### src/rtl/mem_crc_pkg.sv
// Shared types and parameter defaults for the memory CRC scrubber.
package mem_crc_pkg;

  localparam int DEF_DATA_WIDTH      = 8;
  localparam int DEF_POLYNOMIAL_BITS = 1;
  localparam int DEF_ADDR_WIDTH      = 8;
  localparam int DEF_POLY            = 1;

  typedef enum logic [1:0] {
    IDLE  = 2'd0,
    READ  = 2'd1,
    CHECK = 2'd2,
    DONE  = 2'd3
  } state_e;

endpackage

### src/rtl/crc_gen.sv
// Combinational CRC over one data word: MSB-first, zero init, no reflection, no final XOR.
module crc_gen
  import mem_crc_pkg::*;
#(
  parameter int                         DATA_WIDTH      = DEF_DATA_WIDTH,
  parameter int                         POLYNOMIAL_BITS = DEF_POLYNOMIAL_BITS,
  parameter logic [POLYNOMIAL_BITS-1:0] POLY            = POLYNOMIAL_BITS'(DEF_POLY)
) (
  input  logic [DATA_WIDTH-1:0]      data,
  output logic [POLYNOMIAL_BITS-1:0] crc
);

  logic fb;

  // NOTE: every variable driven here gets a default first, so no path can infer a latch.
  always_comb begin
    crc = '0;
    fb  = 1'b0;
    for (int i = DATA_WIDTH - 1; i >= 0; i--) begin
      fb  = crc[POLYNOMIAL_BITS-1] ^ data[i];
      crc = (crc << 1) ^ (fb ? POLY : '0);
    end
  end

endmodule

### src/rtl/mem_crc_scrubber.sv
// Sweeps a memory, recomputes each word's CRC and reports mismatches.
// Optional macro MEM_CRC_SCRUB_STOP_ON_ERR_EN ends the sweep at the first mismatch.
module mem_crc_scrubber
  import mem_crc_pkg::*;
#(
  parameter int                         DATA_WIDTH      = DEF_DATA_WIDTH,
  parameter int                         POLYNOMIAL_BITS = DEF_POLYNOMIAL_BITS,
  parameter int                         ADDR_WIDTH      = DEF_ADDR_WIDTH,
  parameter logic [POLYNOMIAL_BITS-1:0] POLY            = POLYNOMIAL_BITS'(DEF_POLY)
) (
  input  logic                       clk,
  input  logic                       rst_n,
  input  logic                       start,
  input  logic                       stop,
  output logic [ADDR_WIDTH-1:0]      rd_addr,
  input  logic [DATA_WIDTH-1:0]      rd_data,
  input  logic [POLYNOMIAL_BITS-1:0] rd_crc,
  output logic                       busy,
  output logic                       done,
  output logic                       err_valid,
  output logic [ADDR_WIDTH-1:0]      err_addr,
  output logic [ADDR_WIDTH:0]        err_count
);

  localparam logic [ADDR_WIDTH-1:0] LAST_ADDR = '1;

  state_e                     state, state_nxt;
  logic [ADDR_WIDTH-1:0]      scan_addr, scan_addr_nxt;
  logic [DATA_WIDTH-1:0]      data_q;
  logic [POLYNOMIAL_BITS-1:0] crc_q;
  logic [POLYNOMIAL_BITS-1:0] crc_calc;
  logic                       mismatch;
  logic                       err_flag;
  logic                       clr_count;

  crc_gen #(
    .DATA_WIDTH      (DATA_WIDTH),
    .POLYNOMIAL_BITS (POLYNOMIAL_BITS),
    .POLY            (POLY)
  ) u_crc_gen (
    .data (data_q),
    .crc  (crc_calc)
  );

  assign mismatch = (crc_calc != crc_q);

  always_comb begin
    state_nxt     = state;
    scan_addr_nxt = scan_addr;
    err_flag      = 1'b0;
    clr_count     = 1'b0;
    case (state)
      IDLE: begin
        if (start && !stop) begin
          state_nxt     = READ;
          scan_addr_nxt = '0;
          clr_count     = 1'b1;
        end
      end
      READ: state_nxt = stop ? IDLE : CHECK;
      CHECK: begin
        // An abort wins over reporting the word being checked.
        if (stop) begin
          state_nxt = IDLE;
        end else begin
          err_flag = mismatch;
`ifdef MEM_CRC_SCRUB_STOP_ON_ERR_EN
          if (mismatch || scan_addr == LAST_ADDR) begin
`else
          if (scan_addr == LAST_ADDR) begin
`endif
            state_nxt = DONE;
          end else begin
            state_nxt     = READ;
            scan_addr_nxt = scan_addr + ADDR_WIDTH'(1);
          end
        end
      end
      DONE:    state_nxt = IDLE;
      default: state_nxt = IDLE;
    endcase
  end

  // NOTE: sequential state uses non-blocking assignments so all registers update together.
  always_ff @(posedge clk or negedge rst_n) begin
    if (!rst_n) begin
      state     <= IDLE;
      scan_addr <= '0;
      err_valid <= 1'b0;
      err_addr  <= '0;
      err_count <= '0;
    end else begin
      state     <= state_nxt;
      scan_addr <= scan_addr_nxt;
      err_valid <= err_flag;
      if (clr_count) begin
        err_count <= '0;
      end else if (err_flag) begin
        err_addr  <= scan_addr;
        err_count <= err_count + (ADDR_WIDTH + 1)'(1);
      end
    end
  end

  // NOTE: capture registers carry no reset; READ always loads them before CHECK uses them.
  always_ff @(posedge clk) begin
    if (state == READ) begin
      data_q <= rd_data;
      crc_q  <= rd_crc;
    end
  end

  assign rd_addr = (state == IDLE) ? '0 : scan_addr;
  assign busy    = (state != IDLE);
  assign done    = (state == DONE) && !stop;

endmodule

### config.mk
export PLATFORM = sky130hd
export DESIGN_NAME = mem_crc_scrubber
export DESIGN_NICKNAME = d
export VERILOG_FILES = /design/src/rtl/mem_crc_pkg.sv /design/src/rtl/crc_gen.sv /design/src/rtl/mem_crc_scrubber.sv
export SDC_FILE = /design/constraint.sdc
export NUM_CORES = 1
export LEC_CHECK = 0
export ABC_CLOCK_PERIOD_IN_PS = 2830
export BUFFER_PORTS_ARGS = -buffer_cell sky130_fd_sc_hd__buf_2
export CORE_MARGIN = 8
export CORE_UTILIZATION = 35
export CTS_CLUSTER_DIAMETER = 150
export DETAILED_ROUTE_END_ITERATION = 12
export PLACE_DENSITY_LB_ADDON = 0.05
export SLEW_MARGIN = 25
export SYNTH_ARGS = -nofsm -noshare
export SYNTH_HDL_FRONTEND = slang
export SYNTH_HIERARCHICAL = 1
export SYNTH_SLANG_ARGS = --single-unit
export TNS_END_PERCENT = 100
### constraint.sdc
create_clock -name clk -period 2.83 [get_ports clk]
set_clock_uncertainty 0.15 [all_clocks]
set_input_delay 0.283 -clock clk [delete_from_list [all_inputs] [get_ports clk]]
set_output_delay 0.283 -clock clk [all_outputs]
set_load 0.05 [all_outputs]
# [Word level (Yosys, flattened, before mapping)]
# Index checks and enable logic that the tools add are counted.
[classes] n_addsub=2 n_eq_ne=8 n_mux=24 bitwise=8 n_reduce_logical=9
[op_table] operator="2-to-1 mux 8 bit" count=4
[op_table] operator="2-to-1 mux 9 bit" count=2
[op_table] operator="one-hot mux 8 bit (2 select lines)" count=1
[op_table] operator="2-to-1 mux 1 bit" count=12
[op_table] operator="adder 9 x 1 -> 9 bit (second input constant)" count=1
[op_table] operator="adder 8 x 1 -> 8 bit (second input constant)" count=1
[op_table] operator="equality test 8 bit (second input constant)" count=1
[op_table] operator="2-to-1 mux 2 bit" count=4
[op_table] operator="one-hot mux 2 bit (4 select lines)" count=1
[op_table] operator="bitwise XOR 1 bit" count=7
[op_table] operator="inequality test 2 bit (second input constant)" count=3
[op_table] operator="nonzero test 2 bit" count=3
[op_table] operator="equality test 2 bit (second input constant)" count=2
[op_table] operator="AND reduction 4 bit" count=1
[op_table] operator="equality test 2 x 1 -> 1 bit (second input constant)" count=1
[op_table] operator="logical AND 1 bit" count=2
[op_table] operator="logical NOT 2 bit" count=1
[op_table] operator="AND reduction 2 bit" count=1
[op_table] operator="logical NOT 1 bit" count=1
[op_table] operator="inequality test 1 bit" count=1
[op_table] operator="inverter 1 bit" count=1
[word_totals] reg_bits=37 in_bits=13 out_inout_bits=28

# [Depth between registers and ports, before layout]
# Gate-level depths: netlist of run 1.
[logic_depth] depth_word=20 mapped_depth=9

# [By module]
# The synthesis of run 1 kept the hierarchy.
[by_module_without_submodules] mod="mem_crc_scrubber" instances=1 cells_per_inst=168 area_each_um2=1701.6 seq_area_each_um2=970.9
[by_module_without_submodules] mod="crc_gen" instances=1 cells_per_inst=7 area_each_um2=61.3 seq_area_each_um2=0.0

# [Least setup slack after synthesis of run 1]
# Ideal clock, no wire load.
[synth_timing] kind="register to register" from="register scan_addr[0]" to="register scan_addr[0]" arrival_time_ns=1.647 t_required_ns=2.552 path_slack_ns=0.906 stages_incl_launch_ff=6 cell_sequence="dfrtp_1 ha_1 and3_1 clkbuf_1 a41oi_1 mux2_1"
[synth_between] elab_chain_cells=4 word_cells_on_any_way=7 cone_classes="add/sub: 1; eq/ne: 2; mux: 3; reduce/logical: 1"
[synth_lines] item="from (decl)" line="mem_crc_scrubber.sv:28" text="logic [ADDR_WIDTH-1:0] scan_addr, scan_addr_nxt;"
[synth_lines] item="from (signal assigned)" line="mem_crc_scrubber.sv:94" text="scan_addr <= scan_addr_nxt;"
[synth_lines] item="adder 8 x 1 -> 8 bit" line="mem_crc_scrubber.sv:75" text="scan_addr_nxt = scan_addr + ADDR_WIDTH'(1);"
[synth_lines] item="2-to-1 mux 8 bit" line="mem_crc_scrubber.sv:70" text="if (scan_addr == LAST_ADDR) begin"
[synth_lines] item="2-to-1 mux 8 bit" line="mem_crc_scrubber.sv:63" text="if (stop) begin"
[synth_lines] item="one-hot mux 8 bit (2 select lines)" line="mem_crc_scrubber.sv:52" text="case (state)"
# Several ways; a longest one is shown, not always the timed one. The select of a mux whose other input is x is not followed.
# A chain may end at the register's enable or synchronous reset.

# [Worst setup path in the final report of run 1]
[layout_timing] from="register data_q[0]" to="register err_count[3]"
[layout_between] elab_chain_cells=6
[layout_lines] item="from (decl)" line="mem_crc_scrubber.sv:29" text="logic [DATA_WIDTH-1:0] data_q;"
[layout_lines] item="from (signal assigned)" line="mem_crc_scrubber.sv:108" text="data_q <= rd_data;"
[layout_lines] item="bitwise XOR 1 bit" line="crc_gen.sv:20" text="fb = crc[POLYNOMIAL_BITS-1] ^ data[i];"
[layout_lines] item="2-to-1 mux 1 bit" line="crc_gen.sv:21" text="crc = (crc << 1) ^ (fb ? POLY : '0);"
[layout_lines] item="net crc_calc" line="mem_crc_scrubber.sv:31" text="logic [POLYNOMIAL_BITS-1:0] crc_calc;"
[layout_lines] item="inequality test 1 bit" line="mem_crc_scrubber.sv:45" text="assign mismatch = (crc_calc != crc_q);"
[layout_lines] item="2-to-1 mux 1 bit" line="mem_crc_scrubber.sv:63"
[layout_lines] item="2-to-1 mux 1 bit" line="mem_crc_scrubber.sv:52"
[layout_lines] item="nonzero test 2 bit (no source line)"
[layout_lines] item="to (signal assigned)" line="mem_crc_scrubber.sv:100" text="err_count <= err_count + (ADDR_WIDTH + 1)'(1);"
[layout_lines] item="to (decl)" line="mem_crc_scrubber.sv:22" text="output logic [ADDR_WIDTH:0] err_count"
# The timed path passes the listed nets, and every way through them passes these cells.

==> reports/results.ini, run 1 <==
[clocking]
cts_buffers = 5
cts_sinks = 37
clkLatencyLatePin_ns = 0.28
htreeDepth = 2
clk_pin_slew_ns = 0.07
cts_tree = yes
clockBufferDepth = 2
root_buffer = clkbuf_8
cts_setup_buffers = 0

[synth]
yosysSeqAreaShare_pct = 55.1
synth_area_sq_um = 1760
synth_fp_nets = 190
synth-main-ff-cell = dfrtp_1
ys_top_cells_by_area = dfrtp_1 40%, edfxtp_1 15%, nand2_1 6.4%, xnor2_1 5.5%, nor2_1 3.4%
syn_inst = 175
synthMostInstantiatedCell = nand2_1
avgSynthCellArea_sq_um = 10.1
netlist.area_leader.share_pct = 39.7
synth_async_sr_flop_share_pct = 75.7
synth_top_cell_by_area = dfrtp_1
yosysWarnings = 6
ys_ff_latch = 37
synthTopCellsByCount = 30 x nand2_1, 28 x dfrtp_1, 16 x nor2_1, 11 x xnor2_1, 9 x edfxtp_1
synthDistinctLibCells = 37
synth_edf_count = 9

[critical_path]
worstSetupEndpointType = flip-flop
path_max_fanout = 13
slowest_delay_ns = 0.43
slowest_stage = or3_1
path_class = flip-flop to flip-flop
crit_family = XOR/XNOR gates
arrival_ns = 2.35
worstSetupStartpointType = flip-flop
crit_required_ns = 2.89
path_buf_inv = 0
cp_cell_sequence = xor2_1 -> xnor2_1 -> xnor2_1 -> xor2_1 -> nand2_1 -> or3_1 -> o21ai_1

[hold_path]
hold_path_class = input pin to flip-flop

[sta]
finalMaxSlewViolations = 0
max_freq_mhz = 437
hold_slack_ns = 0.0203
finalWorstSetupSlack_ns = 0.542
hold_viol_final = 0
rsz0062_at_grt = false
period_share_pct = 80.8
setup-violations-final = 0
tns_ns = 0
tightestPinTransition_ns = 0.783
fin_crit_ns = 2.29
max_slew_margin_pct = 47.7

[cells_and_area]
n_antenna_cell = 0
fin_cells = 289
final_core_util_pct = 42.9
post-route-cell-area_sq_um = 2140
num-nets-final = 233
areaGrowthSynthToFinish_pct = 21.2
layout-drive-gt1-share_pct = 25.1

[power]
power_mw = 1.13
p_leak_nw = 1.00
power_density_nw_per_um2 = 527
peakVddDrop_mv = 0.262

[route]
ant_nets = 0
drt_wl_total_microns = 3950
routed_via_density = 4.81
wl_per_cell_microns = 13.7
vias = 1389
drt_first_iter_violations = 65
firstDrtPassIters = 4
drcViolationCount = 0

[grt]
grt_max_degree = 29
grt_pass1_vias = 1347
antenna_found_initial = 0
grt.total_usage_pct = 10.8
overflow = 0
grt_pass1_wl_microns = 6520

[place]
placed_cell_area_sq_um = 2040
dp_slack_ns = 0.526
place.gp.congestion = 0.840
dp_cells = 280
hpwlAfterDp_microns = 2890
numPortBuffers = 40

[die]
die-area_sq_um = 7560
initial_core_util_pct = 35.4
die_y_microns = 87.0
core_sq_um = 4980
rows = 26
die_w_microns = 87.0
pin_count = 41

[status]
status = finished clean

[flow_run]
max-cap-violations = 0

timing repair:
action	4_1_cts	5_1_grt
endpoints found under the hold margin	28	0
hold buffers	1	0
resized for setup	0	0
endpoints found under the setup margin	0	0
power by group:
| part | switching, mW | total (mW) | internal (mW) |
|---|---|---|---|
| clock network | 0.179 | 0.378 | 0.199 |
| logic | 0.114 | 0.160 | 0.0467 |
| registers | 0.0183 | 0.588 | 0.569 |
final timing paths:
check,startpoint,slack [ns],cells after the start,endpoint
max,data_q[0],0.54,7,err_count[3]
min,rd_data[2],0.02,1,data_q[2]
max reg2reg,data_q[0],0.54,7,err_count[3]
min reg2reg,err_addr[3],0.33,2,err_addr[3]
max in group asynchronous,rst_n,1.72,2,scan_addr[1]
min in group asynchronous,rst_n,0.39,2,err_count[6]
layer usage:
metal  global-route usage (%)  vias up  wire (microns)
li1                         -      697               -
met1                     14.1      637            1870
met2                     15.6       51            1750
met3                     4.25        4             297
met4                     4.38        0              31
met5                        0        -               0
registers in the layout (all words and copies together), names as in the netlist:
| signal | flops |
|---|---|
| crc_q | 1 |
| data_q | 8 |
| err_addr | 8 |
| err_count | 9 |
| err_valid | 1 |
| scan_addr | 8 |
| state | 2 |
cell type report:
class                           count  area [sq um]
Clock buffer                        8          90.1
Fill cell                         483          2840
Inverter                            9          33.8
Multi-Input combinational cell    122           729
Sequential cell                    37           971
Tap cell                           70          87.6
Timing Repair Buffer               43           225
cell usage in the layout, fill, tap and decap left out, types with 4 or more instances in the layout:
cell type,netlist,final
o21ai_1,4,4
nand2_1,30,30
nor4_1,4,4
inv_1,6,6
clkbuf_8,0,6
buf_2,2,40
xnor2_1,11,11
nor2_1,16,16
nand3_1,4,4
a21oi_1,7,7
nor2b_1,6,6
edfxtp_1,9,9
dfrtp_1,28,28
logic make-up (layout without fill, tap and decap cells):
kind of cell             after synthesis  after routing  synth area share (%)
adder cells (fa/ha/maj)                2              2                  1.42
AND/OR/NAND/NOR                       79             79                  22.5
AO/OA/AOI/OAI                         24             24                  8.73
multiplexers                           3              3                  1.77
flip-flops                            37             37                  55.1
buffers and inverters                 16             60                  3.55
XOR/XNOR                              14             14                  6.96
No activity file was read; power rests on OpenSTA's default activity.
==> inputs of run 2 (changes only) <==
--- a/config.mk
+++ b/config.mk
@@ -5,7 +5,8 @@
 export SDC_FILE = /design/constraint.sdc
 export NUM_CORES = 1
 export LEC_CHECK = 0
-export ABC_CLOCK_PERIOD_IN_PS = 2830
+export ABC_AREA = 1
+export ABC_CLOCK_PERIOD_IN_PS = 2200
 export BUFFER_PORTS_ARGS = -buffer_cell sky130_fd_sc_hd__buf_2
 export CORE_MARGIN = 8
 export CORE_UTILIZATION = 35
==> constraint.sdc (replaced) <==
create_clock -name clk -period 2.2 [get_ports clk]
set_clock_uncertainty 0.15 [all_clocks]
set_input_delay 0.22 -clock clk [delete_from_list [all_inputs] [get_ports clk]]
set_output_delay 0.22 -clock clk [all_outputs]
set_load 0.05 [all_outputs]
==> run 2 against run 1 <==
  * Fmax up 18%
  * First-iteration DRC count rose by 14%
  * Clock-buffer cell count is 2 lower
  * Utilization grew 1.5 points
  * Design area increased by 13%
  * Flip-flop and latch count is the same
  * Power is 22% higher
  * Hold slack better by 0.061 ns
  * Via count grew 18%
  * Sequential share of layout area is 5.3 points lower
==> reports/results.ini, run 2 <==
[cells_and_area]
mostFrequentLayoutCells = 71 x nand2_1, 40 x buf_2, 36 x inv_1  ; was 40 x buf_2, 30 x nand2_1, 28 x dfrtp_1
layout_commonest_cell = nand2_1  ; was buf_2
areaGrowthSynthToFinish_pct = 23.9  ; was 21.2%
num-nets-final = 310  ; was 233
n_antenna_cell = 0  ; unchanged
layout-drive-gt1-share_pct = 24.0  ; was 25.1%
largest_register_ffs = 9  ; unchanged
top_register = err_count  ; unchanged

[die]
die_y_microns = 90.7  ; was 87.0 microns
initial_core_util_pct = 35.9  ; was 35.4%
rows = 27  ; was 26
core_sq_um = 5440  ; was 4980 sq um
die_w_microns = 90.7  ; was 87.0 microns
pin_count = 41  ; unchanged
die-area_sq_um = 8220  ; was 7560 sq um

[synth]
ys_top_cells_by_area = dfrtp_1 36%, edfxtp_1 14%, nand2_1 14%, inv_1 6.9%, nor2_1 4.8%  ; was dfrtp_1 40%, edfxtp_1 15%, nand2_1 6.4%, xnor2_1 5.5%, nor2_1 3.4%
synth_top_cell_by_area = dfrtp_1  ; unchanged
yosysSeqAreaShare_pct = 49.8  ; was 55.1%
ys_ff_latch = 37  ; unchanged
synthDistinctLibCells = 27  ; was 37
netlist.area_leader.share_pct = 35.9  ; was 39.7%
synth_fp_nets = 254  ; was 190
synthTopCellsByCount = 71 x nand2_1, 36 x inv_1, 28 x dfrtp_1, 25 x nor2_1, 16 x nand3_1  ; was 30 x nand2_1, 28 x dfrtp_1, 16 x nor2_1, 11 x xnor2_1, 9 x edfxtp_1
synth_area_sq_um = 1950  ; was 1760 sq um
synth_async_sr_flop_share_pct = 75.7  ; unchanged
syn_inst = 239  ; was 175
synthMostInstantiatedCell = nand2_1  ; unchanged
yosysWarnings = 6  ; unchanged
avgSynthCellArea_sq_um = 8.16  ; was 10.1 sq um
synth_edf_count = 9  ; unchanged
synth-main-ff-cell = dfrtp_1  ; unchanged

[sta]
rsz0062_at_grt = false  ; unchanged
period_share_pct = 87.8  ; was 80.8%
setup-violations-final = 0  ; unchanged
fin_crit_ns = 1.93  ; was 2.29 ns
hold_viol_final = 0  ; unchanged
max_freq_mhz = 518  ; was 437 MHz
max_slew_margin_pct = 56.4  ; was 47.7%
tns_ns = 0  ; unchanged
tightestPinTransition_ns = 0.654  ; was 0.783 ns
hold_slack_ns = 0.0817  ; was 0.0203 ns
finalMaxSlewViolations = 0  ; unchanged

[place]
hpwlAfterDp_microns = 3320  ; was 2890 microns
numPortBuffers = 40  ; unchanged
place.gp.congestion = 0.797  ; was 0.840

[hold_path]
hold_path_class = input pin to flip-flop  ; unchanged
hp-start = stop  ; was rd_data[2]

[clocking]
cts_tree = yes  ; unchanged
htreeDepth = 2  ; unchanged
clkLatencyLatePin_ns = 0.29  ; was 0.28 ns
cts_buffers = 5  ; unchanged
root_buffer = clkbuf_8  ; unchanged
clk_pin_slew_ns = 0.08  ; was 0.07 ns
clockBufferDepth = 2  ; unchanged
cts_sinks = 37  ; unchanged
cts_setup_buffers = 0  ; unchanged

[critical_path]
worstSetupEndpointType = flip-flop  ; unchanged
crit_path_start = data_q[2]  ; was data_q[0]
r2r-start = data_q[2]  ; was data_q[0]
path_max_fanout = 19  ; was 13
arrival_ns = 1.99  ; was 2.35 ns
path_class = flip-flop to flip-flop  ; unchanged
worstSetupStartpointType = flip-flop  ; unchanged
crit_required_ns = 2.26  ; was 2.89 ns
r2r_slack_ns = 0.27  ; was 0.54 ns

[route]
firstDrtPassIters = 4  ; unchanged
vias = 1642  ; was 1389
ant_nets = 0  ; unchanged
wl_per_cell_microns = 12.2  ; was 13.7 microns
drcViolationCount = 0  ; unchanged
drt_wl_total_microns = 4500  ; was 3950 microns
drt_first_iter_violations = 74  ; was 65
routed_via_density = 4.46  ; was 4.81

[power]
internal_power_uw = 997  ; was 815 uW
p_clk_share_pct = 34.2  ; was 33.6%
p_leak_nw = 1.27  ; was 1.00 nW
comb_power_share_pct = 12.1  ; was 14.3%
power_density_nw_per_um2 = 568  ; was 527 nW/um^2
peakVddDrop_mv = 0.316  ; was 0.262 mV
switching_power_uw = 377  ; was 311 uW
pwr-share-seq_pct = 53.7  ; was 52.2%
swShare_pct = 27.4  ; was 27.7%

[status]
status = finished clean  ; unchanged

[flow_run]
max-cap-violations = 0  ; unchanged

[grt]
grt_max_degree = 29  ; unchanged
grt.total_usage_pct = 12.1  ; was 10.8%
antenna_found_initial = 0  ; unchanged
grt_pass1_vias = 1739  ; was 1347
grt_pass1_wl_microns = 8160  ; was 6520 microns
overflow = 0  ; unchanged

## run 2: changes by cell type in the layout (fill, tap and decap cells not counted), moves of 4 or more
| cell | change |
|---|---|
| nand2_2 | +4 |
| o21ai_2 | +9 |
| nor2b_1 | -6 |
| inv_1 | +30 |
| dlygate4sd3_1 | +9 |
| nand3_1 | +12 |
| nand2_1 | +41 |
| xnor2_1 | -9 |
| nor2_1 | +9 |
| a21oi_1 | -4 |
| nor4_1 | -4 |
| o21ai_0 | +6 |
## run 2: worst max-delay path: stages, from the launching register on
cell and delay [ns]:
edfxtp_1 0.41, inv_1 0.09, nand2_1 0.06, nand3_2 0.07, nand2_1 0.05, nand2_1 0.07, nand2_1 0.05, nand2_1 0.05
nand2_1 0.04, inv_1 0.06, inv_1 0.04, nand2_1 0.05, nand2_1 0.12, nor2_8 0.21, inv_4 0.13, o21ai_0 0.19
## run 2: final timing paths
check | endpoint | cells after the start
worst max-delay path | err_count[4] | 15
worst min-delay path | state[1] | 3
worst max register to register | err_count[4] | 15
worst min register to register | err_addr[4] | 2
max in group asynchronous | err_addr[6] | 2
min in group asynchronous | scan_addr[1] | 2
## run 2: routing by layer
| layer | up-vias | share of wire [%] | routed length (microns) | global-route usage (%) |
|---|---|---|---|---|
| met5 | - | 0 | 0 | 0 |
| met4 | 0 | 1.4 | 62 | 4.44 |
| met3 | 6 | 6.1 | 274 | 3.66 |
| met2 | 37 | 48 | 2160 | 20.5 |
| met1 | 744 | 44 | 2000 | 13.9 |
| li1 | 855 | - | - | - |
## run 2: repair_timing
action / in CTS / in global routing
gates resized for setup: 0 / 1
hold buffers: 10 / 0
endpoints found under the setup margin: 0 / 6
endpoints found under the hold margin: 37 / 0
## run 2: stage by stage
stage                     setup WS (ns)  power [mW]  utilization, %  instances  instance area (sq um)
after detailed placement          0.183       0.907            41.0        350                   2230
final                             0.268        1.37            44.4        368                   2420
after floorplan                   0.317       0.856               -        239                   1950
after CTS                         0.159        1.40            44.4        368                   2410
after global placement            0.258       0.905            41.0        350                   2230
after global routing             0.0235        1.44            44.4        368                   2420
## run 2: area by class of cell
cell class,instances,area [sq um]
fill,577,3020
sequential,37,971
multi-input combinational,160,810
timing repair buffer,52,315
inverter,39,149
tap,72,90.1
clock buffer,6,72.6
clock inverter,2,10.0
## run 2: power groups by stage
stage	Clock (mW)	Sequential, mW	Combinational (mW)
after floorplan	0	0.765	0.0907
after global placement	0	0.752	0.153
after detailed placement	0	0.752	0.155
after CTS	0.497	0.738	0.169
after global routing	0.516	0.740	0.188
final	0.470	0.737	0.167
## run 2: cells by family (layout without fill, tap and decap cells)
group	Yosys count	in the layout	synth area share, %
flip-flops	37	37	49.8
AO/OA/AOI/OAI	24	24	8.02
XOR/XNOR	5	5	2.25
AND/OR/NAND/NOR	129	129	29.7
buffers and inverters	42	99	8.98
adder cells (fa/ha/maj)	2	2	1.28
